[src/rtl/multi_cycle_control_unit_pkg.sv]
// Shared encodings for the multi-cycle control unit: opcodes, FSM states and PC source selects.
// Opcode values match the single-cycle decoder so both cores can share mcu_alu_decode.
package mcu_pkg;

    localparam logic [5:0] OP_RTYPE = 6'b000000;
    localparam logic [5:0] OP_J     = 6'b000010;
    localparam logic [5:0] OP_BEQ   = 6'b000100;
    localparam logic [5:0] OP_BNE   = 6'b000101;
    localparam logic [5:0] OP_BLTZ  = 6'b000110;
    localparam logic [5:0] OP_ADDI  = 6'b001000;
    localparam logic [5:0] OP_SLTI  = 6'b001010;
    localparam logic [5:0] OP_ANDI  = 6'b001100;
    localparam logic [5:0] OP_ORI   = 6'b001101;
    localparam logic [5:0] OP_LW    = 6'b100011;
    localparam logic [5:0] OP_SW    = 6'b101011;
    localparam logic [5:0] OP_HALT  = 6'b111111;

    typedef enum logic [3:0] {
        S_IF     = 4'd0,
        S_ID     = 4'd1,
        S_EXE_AL = 4'd2,
        S_EXE_BR = 4'd3,
        S_EXE_LS = 4'd4,
        S_MEM    = 4'd5,
        S_WB_AL  = 4'd6,
        S_WB_LD  = 4'd7,
        S_HALT   = 4'd8
    } state_t;

    localparam logic [1:0] PC_SEQ = 2'b00;
    localparam logic [1:0] PC_BR  = 2'b01;
    localparam logic [1:0] PC_JMP = 2'b10;

endpackage

[src/rtl/multi_cycle_control_unit_if.sv]
// Bundle between the control unit (master) and the datapath/IR/memory side (slave).
interface multi_cycle_control_unit_if #(
    parameter int OP_W    = 6,
    parameter int ALUOP_W = 4
);
    logic [OP_W-1:0]    op;
    logic               zero;
    logic               mem_ready;
    logic               PCWrite;
    logic               IRWrite;
    logic               InsMemRW;
    logic               ExtSrc;
    logic               RegDst;
    logic               RegWrite;
    logic               MemRead;
    logic               MemWrite;
    logic               MemtoReg;
    logic [1:0]         PCSrc;
    logic [ALUOP_W-1:0] ALUOp;
    logic [3:0]         state;
    logic               halted;
    logic               mem_timeout;
    logic               illegal_op;

    modport master (
        input  op, zero, mem_ready,
        output PCWrite, IRWrite, InsMemRW, ExtSrc, RegDst, RegWrite, MemRead, MemWrite,
               MemtoReg, PCSrc, ALUOp, state, halted, mem_timeout, illegal_op
    );

    modport slave (
        output op, zero, mem_ready,
        input  PCWrite, IRWrite, InsMemRW, ExtSrc, RegDst, RegWrite, MemRead, MemWrite,
               MemtoReg, PCSrc, ALUOp, state, halted, mem_timeout, illegal_op
    );
endinterface

[src/rtl/multi_cycle_control_unit_alu_decode.sv]
// Combinational opcode decode to ALU function, immediate extension mode and destination select.
// Shared with the single-cycle decoder, so the encodings here must not drift.
module mcu_alu_decode
    import mcu_pkg::*;
#(
    parameter int OP_W    = 6,
    parameter int ALUOP_W = 4
) (
    input  logic [OP_W-1:0]    i_op,
    output logic [ALUOP_W-1:0] o_alu_op,
    output logic               o_ext_src,
    output logic               o_reg_dst
);

    logic [5:0] w_op;
    logic [3:0] w_alu;

    assign w_op = 6'(i_op);

    always_comb begin
        w_alu[3] = (w_op == OP_RTYPE);
        w_alu[2] = (w_op == OP_SLTI) || (w_op == OP_BLTZ);
        w_alu[1] = (w_op == OP_ANDI) || (w_op == OP_ORI) || (w_op == OP_BLTZ);
        w_alu[0] = (w_op == OP_ORI) || (w_op == OP_SLTI) || (w_op == OP_BEQ) || (w_op == OP_BNE);
    end

    assign o_alu_op  = ALUOP_W'(w_alu);
    // Logical immediates are zero-extended; everything else sign-extends.
    assign o_ext_src = !((w_op == OP_ANDI) || (w_op == OP_ORI));
    assign o_reg_dst = (w_op == OP_RTYPE);

endmodule

[src/rtl/multi_cycle_control_unit.sv]
// Multi-cycle CPU control FSM: steps each instruction through IF/ID/EXE/MEM/WB, drives datapath
// enables as Moore outputs, and guards data-memory accesses with a bounded ready wait.
module multi_cycle_control_unit
    import mcu_pkg::*;
#(
    parameter int OP_W          = 6,
    parameter int ALUOP_W       = 4,
    parameter int MEM_HANDSHAKE = 1,
    parameter int MAX_WAIT      = 15,
    parameter int WAIT_W        = 4
) (
    input  logic                        CLK,
    input  logic                        Reset,
    multi_cycle_control_unit_if.master  io_ctl
);

    state_t              r_state;
    state_t              w_next_state;
    logic [WAIT_W-1:0]   r_wait_cnt;
    logic                r_mem_timeout;
    logic [5:0]          w_op;
    logic                w_done;
    logic                w_timeout_hit;
    logic                w_known_op;
    logic                w_br_taken;
    logic [ALUOP_W-1:0]  w_alu_op;
    logic                w_ext_src;
    logic                w_reg_dst;

    mcu_alu_decode #(
        .OP_W    (OP_W),
        .ALUOP_W (ALUOP_W)
    ) u_alu_decode (
        .i_op     (io_ctl.op),
        .o_alu_op (w_alu_op),
        .o_ext_src(w_ext_src),
        .o_reg_dst(w_reg_dst)
    );

    assign w_op          = 6'(io_ctl.op);
    assign w_done        = (MEM_HANDSHAKE != 0) ? io_ctl.mem_ready : 1'b1;
    // A ready arriving in the same cycle as the timeout still completes the access.
    assign w_timeout_hit = (r_state == S_MEM) && !w_done && (r_wait_cnt == WAIT_W'(MAX_WAIT));
    assign w_br_taken    = (((w_op == OP_BEQ) || (w_op == OP_BLTZ)) && io_ctl.zero)
                         || ((w_op == OP_BNE) && !io_ctl.zero);
    assign w_known_op    = (w_op == OP_RTYPE) || (w_op == OP_J)    || (w_op == OP_BEQ)
                         || (w_op == OP_BNE)  || (w_op == OP_BLTZ) || (w_op == OP_ADDI)
                         || (w_op == OP_SLTI) || (w_op == OP_ANDI) || (w_op == OP_ORI)
                         || (w_op == OP_LW)   || (w_op == OP_SW)   || (w_op == OP_HALT);

    always_ff @(posedge CLK or posedge Reset) begin
        if (Reset) r_state <= S_IF;
        else       r_state <= w_next_state;
    end

    // Counter is held at zero outside MEM, so every MEM visit starts fresh.
    always_ff @(posedge CLK or posedge Reset) begin
        if (Reset) begin
            r_wait_cnt <= '0;
        end else if (r_state != S_MEM) begin
            r_wait_cnt <= '0;
        end else if (!w_done && (r_wait_cnt != WAIT_W'(MAX_WAIT))) begin
            r_wait_cnt <= r_wait_cnt + WAIT_W'(1);
        end
    end

    always_ff @(posedge CLK or posedge Reset) begin
        if (Reset)              r_mem_timeout <= 1'b0;
        else if (w_timeout_hit) r_mem_timeout <= 1'b1;
    end

    always_comb begin
        w_next_state = r_state;
        case (r_state)
            S_IF: w_next_state = S_ID;
            S_ID: begin
                if (w_op == OP_HALT)                          w_next_state = S_HALT;
                else if ((w_op == OP_BEQ) || (w_op == OP_BNE) || (w_op == OP_BLTZ))
                                                              w_next_state = S_EXE_BR;
                else if ((w_op == OP_LW) || (w_op == OP_SW))  w_next_state = S_EXE_LS;
                else if ((w_op == OP_RTYPE) || (w_op == OP_ADDI) || (w_op == OP_SLTI)
                      || (w_op == OP_ANDI) || (w_op == OP_ORI))
                                                              w_next_state = S_EXE_AL;
                else                                          w_next_state = S_IF;
            end
            S_EXE_AL: w_next_state = S_WB_AL;
            S_EXE_BR: w_next_state = S_IF;
            S_EXE_LS: w_next_state = S_MEM;
            S_MEM: begin
                if (w_done)             w_next_state = (w_op == OP_LW) ? S_WB_LD : S_IF;
                else if (w_timeout_hit) w_next_state = S_HALT;
            end
            S_WB_AL:  w_next_state = S_IF;
            S_WB_LD:  w_next_state = S_IF;
            S_HALT:   w_next_state = S_HALT;
            default:  w_next_state = S_IF;
        endcase
    end

    always_comb begin
        io_ctl.PCWrite    = 1'b0;
        io_ctl.IRWrite    = 1'b0;
        io_ctl.InsMemRW   = 1'b0;
        io_ctl.ExtSrc     = w_ext_src;
        io_ctl.RegDst     = 1'b0;
        io_ctl.RegWrite   = 1'b0;
        io_ctl.MemRead    = 1'b0;
        io_ctl.MemWrite   = 1'b0;
        io_ctl.MemtoReg   = 1'b0;
        io_ctl.PCSrc      = PC_SEQ;
        io_ctl.ALUOp      = '0;
        io_ctl.illegal_op = 1'b0;
        case (r_state)
            S_IF: begin
                io_ctl.InsMemRW = 1'b1;
                io_ctl.IRWrite  = 1'b1;
            end
            S_ID: begin
                if (w_op == OP_J) begin
                    io_ctl.PCSrc   = PC_JMP;
                    io_ctl.PCWrite = 1'b1;
                end else if (!w_known_op) begin
                    io_ctl.illegal_op = 1'b1;
                    io_ctl.PCWrite    = 1'b1;
                end
            end
            S_EXE_AL: io_ctl.ALUOp = w_alu_op;
            S_EXE_BR: begin
                io_ctl.ALUOp   = w_alu_op;
                io_ctl.PCSrc   = w_br_taken ? PC_BR : PC_SEQ;
                io_ctl.PCWrite = 1'b1;
            end
            S_MEM: begin
                io_ctl.MemRead  = (w_op == OP_LW) && !w_timeout_hit;
                io_ctl.MemWrite = (w_op != OP_LW) && !w_timeout_hit;
                io_ctl.PCWrite  = (w_op != OP_LW) && w_done;
            end
            S_WB_AL: begin
                io_ctl.RegWrite = 1'b1;
                io_ctl.RegDst   = w_reg_dst;
                io_ctl.PCWrite  = 1'b1;
            end
            S_WB_LD: begin
                io_ctl.RegWrite = 1'b1;
                io_ctl.MemtoReg = 1'b1;
                io_ctl.PCWrite  = 1'b1;
            end
            default: ;
        endcase
        // Nothing may be written while Reset is held, including the IR fetch in IF.
        if (Reset) begin
            io_ctl.PCWrite  = 1'b0;
            io_ctl.IRWrite  = 1'b0;
            io_ctl.RegWrite = 1'b0;
            io_ctl.MemRead  = 1'b0;
            io_ctl.MemWrite = 1'b0;
        end
    end

    assign io_ctl.state       = r_state;
    assign io_ctl.halted      = (r_state == S_HALT);
    assign io_ctl.mem_timeout = r_mem_timeout;

endmodule
[src/flat_wrapper.sv]
// flat-port wrapper written by rule: the top's interface ports become plain ports
module multi_cycle_control_unit_flat import mcu_pkg::*;
#(
    parameter int OP_W          = 6,
    parameter int ALUOP_W       = 4,
    parameter int MEM_HANDSHAKE = 1,
    parameter int MAX_WAIT      = 15,
    parameter int WAIT_W        = 4
)
  (CLK, Reset, io_ctl_op, io_ctl_zero, io_ctl_mem_ready, io_ctl_PCWrite, io_ctl_IRWrite, io_ctl_InsMemRW, io_ctl_ExtSrc, io_ctl_RegDst, io_ctl_RegWrite, io_ctl_MemRead, io_ctl_MemWrite, io_ctl_MemtoReg, io_ctl_PCSrc, io_ctl_ALUOp, io_ctl_state, io_ctl_halted, io_ctl_mem_timeout, io_ctl_illegal_op);
  multi_cycle_control_unit_if #(.OP_W(OP_W), .ALUOP_W(ALUOP_W)) io_ctl_i ();
  input  logic CLK;
  input  logic Reset;
  input wire logic [$bits(io_ctl_i.op)-1:0] io_ctl_op;
  input wire logic [$bits(io_ctl_i.zero)-1:0] io_ctl_zero;
  input wire logic [$bits(io_ctl_i.mem_ready)-1:0] io_ctl_mem_ready;
  output wire logic [$bits(io_ctl_i.PCWrite)-1:0] io_ctl_PCWrite;
  output wire logic [$bits(io_ctl_i.IRWrite)-1:0] io_ctl_IRWrite;
  output wire logic [$bits(io_ctl_i.InsMemRW)-1:0] io_ctl_InsMemRW;
  output wire logic [$bits(io_ctl_i.ExtSrc)-1:0] io_ctl_ExtSrc;
  output wire logic [$bits(io_ctl_i.RegDst)-1:0] io_ctl_RegDst;
  output wire logic [$bits(io_ctl_i.RegWrite)-1:0] io_ctl_RegWrite;
  output wire logic [$bits(io_ctl_i.MemRead)-1:0] io_ctl_MemRead;
  output wire logic [$bits(io_ctl_i.MemWrite)-1:0] io_ctl_MemWrite;
  output wire logic [$bits(io_ctl_i.MemtoReg)-1:0] io_ctl_MemtoReg;
  output wire logic [$bits(io_ctl_i.PCSrc)-1:0] io_ctl_PCSrc;
  output wire logic [$bits(io_ctl_i.ALUOp)-1:0] io_ctl_ALUOp;
  output wire logic [$bits(io_ctl_i.state)-1:0] io_ctl_state;
  output wire logic [$bits(io_ctl_i.halted)-1:0] io_ctl_halted;
  output wire logic [$bits(io_ctl_i.mem_timeout)-1:0] io_ctl_mem_timeout;
  output wire logic [$bits(io_ctl_i.illegal_op)-1:0] io_ctl_illegal_op;
  assign io_ctl_i.op = io_ctl_op;
  assign io_ctl_i.zero = io_ctl_zero;
  assign io_ctl_i.mem_ready = io_ctl_mem_ready;
  assign io_ctl_PCWrite = io_ctl_i.PCWrite;
  assign io_ctl_IRWrite = io_ctl_i.IRWrite;
  assign io_ctl_InsMemRW = io_ctl_i.InsMemRW;
  assign io_ctl_ExtSrc = io_ctl_i.ExtSrc;
  assign io_ctl_RegDst = io_ctl_i.RegDst;
  assign io_ctl_RegWrite = io_ctl_i.RegWrite;
  assign io_ctl_MemRead = io_ctl_i.MemRead;
  assign io_ctl_MemWrite = io_ctl_i.MemWrite;
  assign io_ctl_MemtoReg = io_ctl_i.MemtoReg;
  assign io_ctl_PCSrc = io_ctl_i.PCSrc;
  assign io_ctl_ALUOp = io_ctl_i.ALUOp;
  assign io_ctl_state = io_ctl_i.state;
  assign io_ctl_halted = io_ctl_i.halted;
  assign io_ctl_mem_timeout = io_ctl_i.mem_timeout;
  assign io_ctl_illegal_op = io_ctl_i.illegal_op;
  multi_cycle_control_unit #(.OP_W(OP_W), .ALUOP_W(ALUOP_W), .MEM_HANDSHAKE(MEM_HANDSHAKE), .MAX_WAIT(MAX_WAIT), .WAIT_W(WAIT_W)) u_core (.CLK(CLK), .Reset(Reset), .io_ctl(io_ctl_i));
endmodule
[config.mk]
export PLATFORM = sky130hd
export DESIGN_NAME = multi_cycle_control_unit_flat
export DESIGN_NICKNAME = d
export VERILOG_FILES = /design/src/rtl/multi_cycle_control_unit_pkg.sv /design/src/rtl/multi_cycle_control_unit_if.sv /design/src/rtl/multi_cycle_control_unit_alu_decode.sv /design/src/rtl/multi_cycle_control_unit.sv /design/src/flat_wrapper.sv
export SDC_FILE = /design/constraint.sdc
export NUM_CORES = 1
export LEC_CHECK = 0
export ABC_CLOCK_PERIOD_IN_PS = 2000
export CAP_MARGIN = 20
export CORE_ASPECT_RATIO = 1.1
export CORE_MARGIN = 2
export CORE_UTILIZATION = 45
export CTS_BUF_LIST = sky130_fd_sc_hd__clkbuf_4
export DETAILED_ROUTE_END_ITERATION = 10
export PLACE_DENSITY = 0.82
export SYNTH_ARGS = -nofsm -noshare
export SYNTH_HDL_FRONTEND = slang
export SYNTH_SLANG_ARGS = --single-unit
[constraint.sdc]
create_clock -name CLK -period 2 [get_ports CLK]
set_clock_uncertainty 0.05 [all_clocks]
set_input_delay 0.2 -clock CLK [delete_from_list [all_inputs] [get_ports CLK]]
set_output_delay 0.2 -clock CLK [all_outputs]
set_load 0.01 [all_outputs]
==> summary.txt <==
Run status
  – Status: finished, violations left
  – Failing checks: negative setup slack

Yosys
  – Synth async-reset ratio: 1.00
  – Warnings from Yosys: 0
  – Post-Syn Nets: 129
  – Ys flop type: dfrtp_1
  – Sequential share of the synthesized area: 0.251
  – Synth unique cells: 48
  – Largest cells by area after synthesis: dfrtp_1 25%, nor2_1 6.3%, nor4_1 4.2%
  – Synth Instances: 118
  – Avg Cell Area, Syn: 7.61 sq um
  – Post-synth EDFFs: 0
  – Share of the synthesized area in the top cell type: 0.251
  – Flops & latches, synth: 9
  – Synth Cell Area: 898 sq um
  – Post-synth top area cell: dfrtp_1

STA
  – Worst-Margin Slew: 0.340 ns
  – Hold Vio Cnt, Final: 0
  – Worst relative slew slack: 0.772
  – Worst setup margin: -0.225 ns
  – Max Clk Rate: 449 MHz
  – RSZ-0062 raised after global routing: true
  – Period utilisation layout: 1.11
  – Tmin final: 2.23 ns
  – Final setup fails: 7
  – Count of final max-slew check failures: 0

Worst setup path
  – Buf/Inv on CP: 3
  – FF-to-FF Start: u_core.io_ctl.state[1]
  – Critical path's slowest cell: or3_4
  – Crit-path leading delay family: simple AND/OR/NAND/NOR gates
  – Crit path cell chain: buf_6 > inv_4 > or3_4 > or3_4 > nor3_2 > buf_2
  – Worst R2R End: u_core.io_ctl.state[0]
  – Critical path data required time: 1.75 ns
  – R2r setup slk: 0.02 ns
  – Worst path max stage delay: 0.44 ns
  – Most used cell, CP: or3_4
  – Critical path peak fanout: 4
  – Worst Setup Path Type: reg2out
  – Cells on worst reg2reg path: 8
  – WP data arrival: 1.98 ns
  – Kind of end point of the critical path: output pin
  – Critical path launch point type: flip-flop

Finish
  – Footprint of the multi-input gates: 704 sq um
  – Fraction of layout cells with a size suffix above 1: 0.450
  – # fillers: 87
  – Ant diodes: 0
  – Fin area: 0.00164 sq mm
  – Post-layout util: 0.898
  – Register Area: 226 sq um
  – P&R area growth vs syn: 82.0%
  – Nets: 201

Floorplan
  – Die width: 46.6 um
  – Die area: 0.00237 sq mm
  – Die height: 50.9 um
  – Row count: 16
  – IO Pins: 32
  – Starting Density: 0.493
  – Core Box Area: 0.00182 sq mm

Flow run
  – Max_cap viols: 0

Drt
  – Routed WL per cell: 18.5 um
  – First-pass DRT Iterations: 4
  – Post-route DRC violation count: 0
  – Routed Antenna Nets: 0
  – WL final: 3.99 mm
  – Via count: 1,297
  – Via density: 6.00
  – Detailed Route Iter0 Violations: 77

Clock network
  – CTS tree: yes
  – H-tree Lvls: 1
  – Num CTS Buffers: 3
  – CTS Root Cell: clkbuf_4
  – Post-cts hold buffer count: 0
  – Clock transition at the registers of the reported paths: 0.07 ns
  – CTS Sinks: 9
  – Worst-Skew Late Latency: 0.27 ns
  – CTS Buffer Depth: 2

Place
  – Dpl hpwl: 2.44 mm
  – Cell area after placement: 0.00146 sq mm
  – Placer congestion estimate: 0.883
  – Number of port buffers: 31

GRT
  – First-pass GRT wire length: 5.80 mm
  – Initial antenna violation count: 0
  – Pin count of the biggest net entering global routing: 10
  – GRT Total Usage: 0.339
  – Vias in the first global route: 1,271
  – Overflow after GRT: 0

Hold path
  – Worst Hold End: u_core.io_ctl.state[1]
  – WHS Path Cells: 4
  – Worst hold path type: in2reg
  – Worst Hold Launch: io_ctl_op[0]

Power
  – VDD IR-drop max: 0.000843 V
  – PD cells: 940 mW/mm^2
  – Pleak: 0.748 nW
sequential cells by signal, summed over array words and instances, names as in the netlist:
name / count
u_core.io_ctl.mem_timeout: 1
u_core.io_ctl.state: 4
u_core.r_wait_cnt: 4
tightest hold or removal path: stages:
cell            delay, ns
dlymetal6s2s_1       0.19
nand2_1              0.10
a32oi_1              0.12
nand2_1              0.06
repair_timing:
item,4_1_cts,5_1_grt
buffers inserted,5,5
gates resized for setup,56,16
endpoints found under the setup margin,16,14
pin swaps,8,12
logic make-up after synthesis:
kind of cell,count (synthesis),share of synthesized area
simple gates,66,0.435
compound gates,21,0.164
fa+ha+maj,1,0.0139
flops,9,0.251
mux,2,0.0237
buf+inv,16,0.0836
xor+xnor,3,0.0293
layout by cell type (no fill, tap or decap), types with 5 or more instances in the layout:
cell type         n
nor2_1           12
nand3_1           5
inv_1             6
buf_4            41
nor3_1            5
nand2_1           6
buf_2             8
dfrtp_1           8
clkdlybuf4s50_1  11
dlygate4sd2_1     7
how the worst max path moves through the flow:
stage / start / end / slack [ns] / depth (start not counted)
final: u_core.io_ctl.state[1] / io_ctl_ALUOp[2] / -0.23 / 6
after global routing: u_core.io_ctl.state[1] / io_ctl_ALUOp[2] / -0.25 / 6
after CTS: u_core.io_ctl.state[1] / io_ctl_PCWrite / -0.21 / 7
after detailed placement: io_ctl_op[1] / io_ctl_RegDst / -0.46 / 6
after global placement: io_ctl_op[2] / io_ctl_PCWrite / -0.36 / 6
after floorplan: u_core.io_ctl.state[1] / io_ctl_ALUOp[2] / 0.18 / 5
synth_stat cells (2+ instances only):
cell type and number:
nand2b_1 2, nor3_2 3, o21ai_0 3, inv_1 6, nor2b_1 3, nor4_1 6, a21oi_1 5, nand3_1 5
buf_2 3, dfrtp_1 9, or3_4 2, nor2_1 15, nor3b_1 2, xnor2_1 2, nand4_1 3, nor3_1 7
a32oi_1 2, nand2_1 7, clkbuf_1 4
per-stage QoR:
stage | TNS (ns) | hold WS, ns | worst slack (ns) | std cells | power, mW
final | -0.767 | 0.384 | -0.225 | 216 | 1.54
after global routing | -1.23 | 0.406 | -0.249 | 216 | 1.61
after floorplan | 0 | -0.0170 | 0.181 | 118 | 0.681
after global placement | -2.63 | 0.415 | -0.358 | 202 | 1.10
after CTS | -0.854 | 0.436 | -0.207 | 211 | 1.36
after detailed placement | -3.13 | 0.426 | -0.458 | 202 | 1.12
report_power, final:
group | internal (mW) | switching (mW)
Clock | 0.0739 | 0.0712
Combinational | 0.588 | 0.543
Sequential | 0.219 | 0.0425
Total | 0.881 | 0.656
routing by layer:
| metal | GRT usage | share of wire | vias to the layer above |
|---|---|---|---|
| li1 | - | - | 581 |
| met1 | 0.359 | 0.37 | 617 |
| met2 | 0.600 | 0.54 | 83 |
| met3 | 0.0777 | 0.070 | 16 |
| met4 | 0.167 | 0.022 | 0 |
| met5 | 0 | 0 | - |
layout make-up:
class / count / area share
repair buffers: 76 / 0.376
flip-flops and latches: 9 / 0.138
clock buffers: 3 / 0.0138
multi-input cells: 93 / 0.431
inverters: 7 / 0.0176
clock inverters: 1 / 0.00306
well taps: 27 / 0.0207
Note: power is estimated with default switching activity, not from simulation.
